`config.mk`:
```
export PLATFORM = sky130hd
export DESIGN_NAME = campfire_checkpoint_flat
export DESIGN_NICKNAME = d
export VERILOG_FILES = /design/src/rtl/game_pkg.sv /design/src/rtl/campfire_checkpoint_if.sv /design/src/rtl/aabb_overlap.sv /design/src/rtl/campfire_checkpoint.sv /design/src/flat_wrapper.sv
export SDC_FILE = /design/constraint.sdc
export NUM_CORES = 1
export LEC_CHECK = 0
export ABC_AREA = 1
export CORE_MARGIN = 2
export CORE_UTILIZATION = 35
export DETAILED_ROUTE_END_ITERATION = 12
export PLACE_DENSITY = 0.74
export SLEW_MARGIN = 20
export SYNTH_ARGS = -nofsm -noshare
export SYNTH_HDL_FRONTEND = slang
export SYNTH_SLANG_ARGS = --single-unit
```
`constraint.sdc`:
```
create_clock -name sim_clk -period 3.4 [get_ports sim_clk]
set_input_delay 0.34 -clock sim_clk [delete_from_list [all_inputs] [get_ports sim_clk]]
set_output_delay 0.34 -clock sim_clk [all_outputs]
set_load 0.03 [all_outputs]
```
`src/rtl/game_pkg.sv`:
```
// Shared game-block definitions: packed state-word field positions,
// checkpoint FSM states and a small coordinate helper.
package game_pkg;

    localparam int X_MSB   = 31;
    localparam int X_LSB   = 22;
    localparam int Y_MSB   = 21;
    localparam int Y_LSB   = 12;
    localparam int COORD_W = 10;

    typedef enum logic [1:0] {
        UNLIT  = 2'd0,
        ARMING = 2'd1,
        LIT    = 2'd2
    } cp_state_e;

    // Screen coordinates never go negative, so subtraction clamps at zero.
    function automatic logic [COORD_W-1:0] sat_sub(input logic [COORD_W-1:0] a,
                                                   input logic [COORD_W-1:0] b);
        return (a > b) ? (a - b) : '0;
    endfunction

endpackage

```
`src/rtl/campfire_checkpoint_if.sv`:
```
// Bundle between the campfire/player blocks, the checkpoint and the
// respawn/renderer consumers.
interface campfire_checkpoint_if;

    logic        frame_tick;
    logic [31:0] campfireState;
    logic [31:0] playerState;
    logic [31:0] initRespawnState;
    logic        lit;
    logic        save_pulse;
    logic [31:0] respawnState;
    logic [1:0]  animFrame;

    modport master (
        output frame_tick, campfireState, playerState, initRespawnState,
        input  lit, save_pulse, respawnState, animFrame
    );

    modport slave (
        input  frame_tick, campfireState, playerState, initRespawnState,
        output lit, save_pulse, respawnState, animFrame
    );

endinterface

```
`src/rtl/aabb_overlap.sv`:
```
// Axis-aligned box overlap test; boxes touching on an edge do not overlap.
module aabb_overlap
    import game_pkg::*;
(
    input  logic [COORD_W-1:0] ax,
    input  logic [COORD_W-1:0] ay,
    input  logic [COORD_W-1:0] aw,
    input  logic [COORD_W-1:0] ah,
    input  logic [COORD_W-1:0] bx,
    input  logic [COORD_W-1:0] by,
    input  logic [COORD_W-1:0] bw,
    input  logic [COORD_W-1:0] bh,
    output logic               overlap
);

    // One extra bit on the far edges keeps boxes near the screen edge from wrapping.
    logic [COORD_W:0] a_right;
    logic [COORD_W:0] a_bottom;
    logic [COORD_W:0] b_right;
    logic [COORD_W:0] b_bottom;

    assign a_right  = {1'b0, ax} + {1'b0, aw};
    assign a_bottom = {1'b0, ay} + {1'b0, ah};
    assign b_right  = {1'b0, bx} + {1'b0, bw};
    assign b_bottom = {1'b0, by} + {1'b0, bh};

    assign overlap = ({1'b0, ax} < b_right)  && ({1'b0, bx} < a_right) &&
                     ({1'b0, ay} < b_bottom) && ({1'b0, by} < a_bottom);

endmodule

```
`src/rtl/campfire_checkpoint.sv`:
```
// Lights a campfire after the player dwells in it, latches the respawn
// point and runs the flame animation once lit.
module campfire_checkpoint
    import game_pkg::*;
#(
    parameter int unsigned BOX_W        = 16,
    parameter int unsigned BOX_H        = 16,
    parameter int unsigned PLAYER_W     = 16,
    parameter int unsigned PLAYER_H     = 16,
    parameter int unsigned DWELL_FRAMES = 30,
    parameter int unsigned ANIM_DIV     = 8,
    parameter int unsigned ANIM_FRAMES  = 4
) (
    input logic                  sim_clk,
    input logic                  reset,
    campfire_checkpoint_if.slave cp
);

    localparam int                 DIV_W      = (ANIM_DIV > 1) ? $clog2(ANIM_DIV) : 1;
    localparam logic [DIV_W-1:0]   DIV_LAST   = DIV_W'(ANIM_DIV - 1);
    localparam logic [1:0]         FRAME_LAST = 2'(ANIM_FRAMES - 1);
    localparam logic [9:0]         DWELL_C    = 10'(DWELL_FRAMES);
    localparam logic [COORD_W-1:0] BOX_W_C    = COORD_W'(BOX_W);
    localparam logic [COORD_W-1:0] BOX_H_C    = COORD_W'(BOX_H);
    localparam logic [COORD_W-1:0] PLAYER_W_C = COORD_W'(PLAYER_W);
    localparam logic [COORD_W-1:0] PLAYER_H_C = COORD_W'(PLAYER_H);

    logic [COORD_W-1:0] cx, cy, px, py;
    logic               overlap;
    logic               unused_bits;

    assign cx = cp.campfireState[X_MSB:X_LSB];
    assign cy = cp.campfireState[Y_MSB:Y_LSB];
    assign px = cp.playerState[X_MSB:X_LSB];
    assign py = cp.playerState[Y_MSB:Y_LSB];
    assign unused_bits = ^{cp.campfireState[Y_LSB-1:0], cp.playerState[Y_LSB-1:0]};

    aabb_overlap u_overlap (
        .ax      (px),
        .ay      (py),
        .aw      (PLAYER_W_C),
        .ah      (PLAYER_H_C),
        .bx      (cx),
        .by      (cy),
        .bw      (BOX_W_C),
        .bh      (BOX_H_C),
        .overlap (overlap)
    );

    cp_state_e   state_q, state_d;
    logic [9:0]  dwell_q, dwell_d;
    logic [DIV_W-1:0] div_q, div_d;
    logic [1:0]  anim_q, anim_d;
    logic        lit_q, lit_d;
    logic        save_q, save_d;
    logic [31:0] resp_q, resp_d;
    logic        enter_lit;

    always_comb begin
        // NOTE: every signal gets a default before the case so no path leaves one unassigned (no latches).
        state_d   = state_q;
        dwell_d   = dwell_q;
        div_d     = div_q;
        anim_d    = anim_q;
        lit_d     = lit_q;
        save_d    = 1'b0;
        resp_d    = resp_q;
        enter_lit = 1'b0;

        if (cp.frame_tick) begin
            unique case (state_q)
                UNLIT: begin
                    if (overlap) begin
                        if (DWELL_FRAMES == 1) begin
                            enter_lit = 1'b1;
                        end else begin
                            state_d = ARMING;
                            dwell_d = 10'd1;
                        end
                    end
                end
                ARMING: begin
                    if (!overlap) begin
                        state_d = UNLIT;
                        dwell_d = '0;
                    end else if (dwell_q + 10'd1 == DWELL_C) begin
                        enter_lit = 1'b1;
                    end else begin
                        dwell_d = dwell_q + 10'd1;
                    end
                end
                LIT: begin
                    if (div_q == DIV_LAST) begin
                        div_d  = '0;
                        anim_d = (anim_q == FRAME_LAST) ? 2'd0 : anim_q + 2'd1;
                    end else begin
                        div_d = div_q + DIV_W'(1);
                    end
                end
                default: state_d = UNLIT;
            endcase
        end

        // Respawn sits one player height above the campfire so the player lands on it.
        if (enter_lit) begin
            state_d = LIT;
            lit_d   = 1'b1;
            save_d  = 1'b1;
            div_d   = '0;
            anim_d  = 2'd0;
            resp_d  = {cx, sat_sub(cy, PLAYER_H_C), 12'b0};
        end
    end

    // NOTE: sequential state uses non-blocking assignments so all flops update together at the edge.
    always_ff @(posedge sim_clk) begin
        if (reset) begin
            state_q <= UNLIT;
            dwell_q <= '0;
            div_q   <= '0;
            anim_q  <= 2'd0;
            lit_q   <= 1'b0;
            save_q  <= 1'b0;
            resp_q  <= cp.initRespawnState;
        end else begin
            state_q <= state_d;
            dwell_q <= dwell_d;
            div_q   <= div_d;
            anim_q  <= anim_d;
            lit_q   <= lit_d;
            save_q  <= save_d;
            resp_q  <= resp_d;
        end
    end

    assign cp.lit          = lit_q;
    assign cp.save_pulse   = save_q;
    assign cp.respawnState = resp_q;
    assign cp.animFrame    = anim_q;

endmodule
```
`src/flat_wrapper.sv`:
```
// flat-port wrapper written by rule: the top's interface ports become plain ports
module campfire_checkpoint_flat import game_pkg::*;
#(
    parameter int unsigned BOX_W        = 16,
    parameter int unsigned BOX_H        = 16,
    parameter int unsigned PLAYER_W     = 16,
    parameter int unsigned PLAYER_H     = 16,
    parameter int unsigned DWELL_FRAMES = 30,
    parameter int unsigned ANIM_DIV     = 8,
    parameter int unsigned ANIM_FRAMES  = 4
)
  (sim_clk, reset, cp_frame_tick, cp_campfireState, cp_playerState, cp_initRespawnState, cp_lit, cp_save_pulse, cp_respawnState, cp_animFrame);
  campfire_checkpoint_if cp_i ();
  input logic sim_clk;
  input logic reset;
  input wire logic [$bits(cp_i.frame_tick)-1:0] cp_frame_tick;
  input wire logic [$bits(cp_i.campfireState)-1:0] cp_campfireState;
  input wire logic [$bits(cp_i.playerState)-1:0] cp_playerState;
  input wire logic [$bits(cp_i.initRespawnState)-1:0] cp_initRespawnState;
  output wire logic [$bits(cp_i.lit)-1:0] cp_lit;
  output wire logic [$bits(cp_i.save_pulse)-1:0] cp_save_pulse;
  output wire logic [$bits(cp_i.respawnState)-1:0] cp_respawnState;
  output wire logic [$bits(cp_i.animFrame)-1:0] cp_animFrame;
  assign cp_i.frame_tick = cp_frame_tick;
  assign cp_i.campfireState = cp_campfireState;
  assign cp_i.playerState = cp_playerState;
  assign cp_i.initRespawnState = cp_initRespawnState;
  assign cp_lit = cp_i.lit;
  assign cp_save_pulse = cp_i.save_pulse;
  assign cp_respawnState = cp_i.respawnState;
  assign cp_animFrame = cp_i.animFrame;
  campfire_checkpoint #(.BOX_W(BOX_W), .BOX_H(BOX_H), .PLAYER_W(PLAYER_W), .PLAYER_H(PLAYER_H), .DWELL_FRAMES(DWELL_FRAMES), .ANIM_DIV(ANIM_DIV), .ANIM_FRAMES(ANIM_FRAMES)) u_core (.sim_clk(sim_clk), .reset(reset), .cp(cp_i));
endmodule
```
==> qor.yml <==
run_status: "finished clean"
synth_edf_count: 32
drive_above_1_share: 0.04944
fp.dieH_um: 108.4
cts-htree-levels: 2
root_buffer: "clkbuf_8"
cts_setup_buffers: 0
cp-start-kind: "input port"
routed_via_density: 4.699
path_clk_slew_ns: 0.10
wl_per_cell_um: 12.30
synthFlopType: "edfxtp_1"
cts_max_path_buffers: 2
seq_area_frac_synth: 0.3519
pre_cts_slack_ns: 0.1251
ys_seq_elements: 51
worst_ir_drop_vdd_v: 0.0001892
rsz0062_at_grt: "false"
fin_setup_tns_ns: 0
final_cells: 767
row_count: 38
avgSynthCellArea_sq_um: 7.429
holdWs_ns: 0.4580
dr.pass1.iters: 4
cts_buffers: 5
grt_use_total: 0.1661
synthArstFlopShare: 0
synthToLayoutAreaGrowth_pct: 35.65
io_buffer_count: 110
clock-skew-final_ns: 0.007535
grt_max_degree: 40
tightest_slew_ns: 0.5745
drc: 0
ctsHoldBuffers: 0
path_class: "input port to register"
p_leak_nw: 2.388
die_x_um: 108.4
grt_pass1_wl_um: 15700
dieArea_sq_um: 11740
insertion_delay_ns: 0.31
ant_nets: 0
dr_total_vias: 3604
hpwl_um: 7712
routed_wl_um: 9434
n_antenna_cell: 0
cts_tree: "done"
drv_cap: 0
synth.area.top_cells: "edfxtp_1 25%, nand2_1 15%, ha_1 15%, dfxtp_1 10%, inv_1 6.9%"
gr-total-overflow: 0
cts_resized: 0
finalWeightedCongestion: 0.8898
fin_ws_ns: 0.4590
syn-cell-area_sq_um: 3811
min_path_type: "register to register"
slew_viol_final: 0
synthCells: 513
synth_cell_types: 31
yosysTopAreaCell: "edfxtp_1"
yosysTopAreaCellShare: 0.2521
ys_warn_count: 0
fin_nets: 770
critPathRequiredTime_ns: 3.40
post-route-period-util: 0.8650
placedCellCount: 759
finalPower_w: 0.001634
relSlewSlack: 0.6146
cp.arrival_ns: 2.94
max_clock_freq_mhz: 340.0
start_util: 0.3547
hold_viol_final: 0
setup_viol: 0
drtIter0Drc: 130
grt_pass1_vias: 3559
cp_max_fo: 21
synth_nets: 657
io_pins: 135
cellPowerDensity_nw_per_um2: 316.1
end_kind: "register"
cts_sinks: 51
coreArea_sq_um: 10750
grt_antenna_before_repair: 0
fin_crit_ns: 2.941
per-stage QoR:
stage                       util  area, sq um
after global placement    0.4722         5074
after detailed placement  0.4722         5074
after floorplan                -         3811
final                     0.4811         5170
after CTS                 0.4811         5170
after global routing      0.4811         5170
layer usage:
metal  GRT usage  vias to the layer above  share of wire
met5           0                        -              0
met4     0.04396                        0         0.0094
met3     0.02833                        7          0.060
met2      0.3091                       96           0.51
met1      0.1961                     1624           0.42
li1            -                     1877              -
critical path, stage by stage:
cell             delay, ns
clkdlybuf4s50_1       0.59
ha_1                  0.25
nand3_1               0.10
xor2_1                0.17
ha_1                  0.30
a21oi_1               0.13
nand3b_1              0.11
nand2_1               0.06
a21oi_1               0.12
nand2_1               0.10
nor2_4                0.10
nand3_1               0.11
nand2_1               0.11
buf_4                 0.32
area by class of cell:
cell class                      instances  area, sq um
Clock inverter                          3        27.53
Inverter                               73        274.0
Fill cell                            1062         5575
Clock buffer                            5        68.82
Multi-Input combinational cell        379         2137
Timing Repair Buffer                  116         1146
Tap cell                              140        175.2
Sequential cell                        51         1341
cell usage after synthesis (7+ instances only):
cell type	instances
xor2_1	13
a21oi_1	21
nand4_1	8
dfxtp_1	19
nor2_1	46
nand3_1	33
nor2_2	10
nand2_1	151
edfxtp_1	32
xnor2_1	7
ha_1	45
inv_1	70
o21ai_0	26
worst paths after layout:
| path | start | endpoint | slack (ns) | cells past startpoint |
|---|---|---|---|---|
| min | u_core.cp.lit$_SDFFE_PP0P_ | u_core.cp.lit$_SDFFE_PP0P_ | 0.46 | 2 |
| max reg2reg | u_core.dwell_q[0]$_SDFFE_PP0P_ | u_core.cp.respawnState[19]$_DFFE_PP_ | 0.91 | 12 |
| min reg2reg | u_core.cp.lit$_SDFFE_PP0P_ | u_core.cp.lit$_SDFFE_PP0P_ | 0.46 | 2 |
| max | cp_campfireState[16] | u_core.cp.respawnState[19]$_DFFE_PP_ | 0.46 | 14 |
layout by cell type, fill, tap and decap left out, types with 13 or more instances in the layout:
master / synthesis / routed
inv_1: 70 / 70
nand2_1: 151 / 151
dfxtp_1: 19 / 19
edfxtp_1: 32 / 32
xor2_1: 13 / 13
o21ai_0: 26 / 26
clkdlybuf4s50_1: 0 / 110
nor2_1: 46 / 46
nand3_1: 33 / 33
a21oi_1: 21 / 21
ha_1: 45 / 45
flip-flops by register name (all words and copies together), names as in the netlist:
signal,flops
u_core.cp.save_pulse,1
u_core.cp.animFrame,2
u_core.cp.lit,1
u_core.dwell_q,10
u_core.state_q,2
u_core.div_q,3
u_core.cp.respawnState,32
logic make-up after synthesis:
family / count (synthesis) / synth area share
buffers and inverters: 83 / 0.08732
XOR/XNOR: 20 / 0.04596
adder cells (fa/ha/maj): 45 / 0.1477
AND/OR/NAND/NOR: 263 / 0.2974
flip-flops: 51 / 0.3519
AO/OA/AOI/OAI: 51 / 0.06960
report_power, final:
| group | internal [W] | switching (W) | leakage [nW] |
|---|---|---|---|
| sequential | 0.000708 | 0.0000267 | 0.465 |
| clock | 0.000151 | 0.000211 | 0.0463 |
| combinational | 0.000241 | 0.000296 | 1.88 |
No activity file was read; power rests on OpenSTA's default activity.
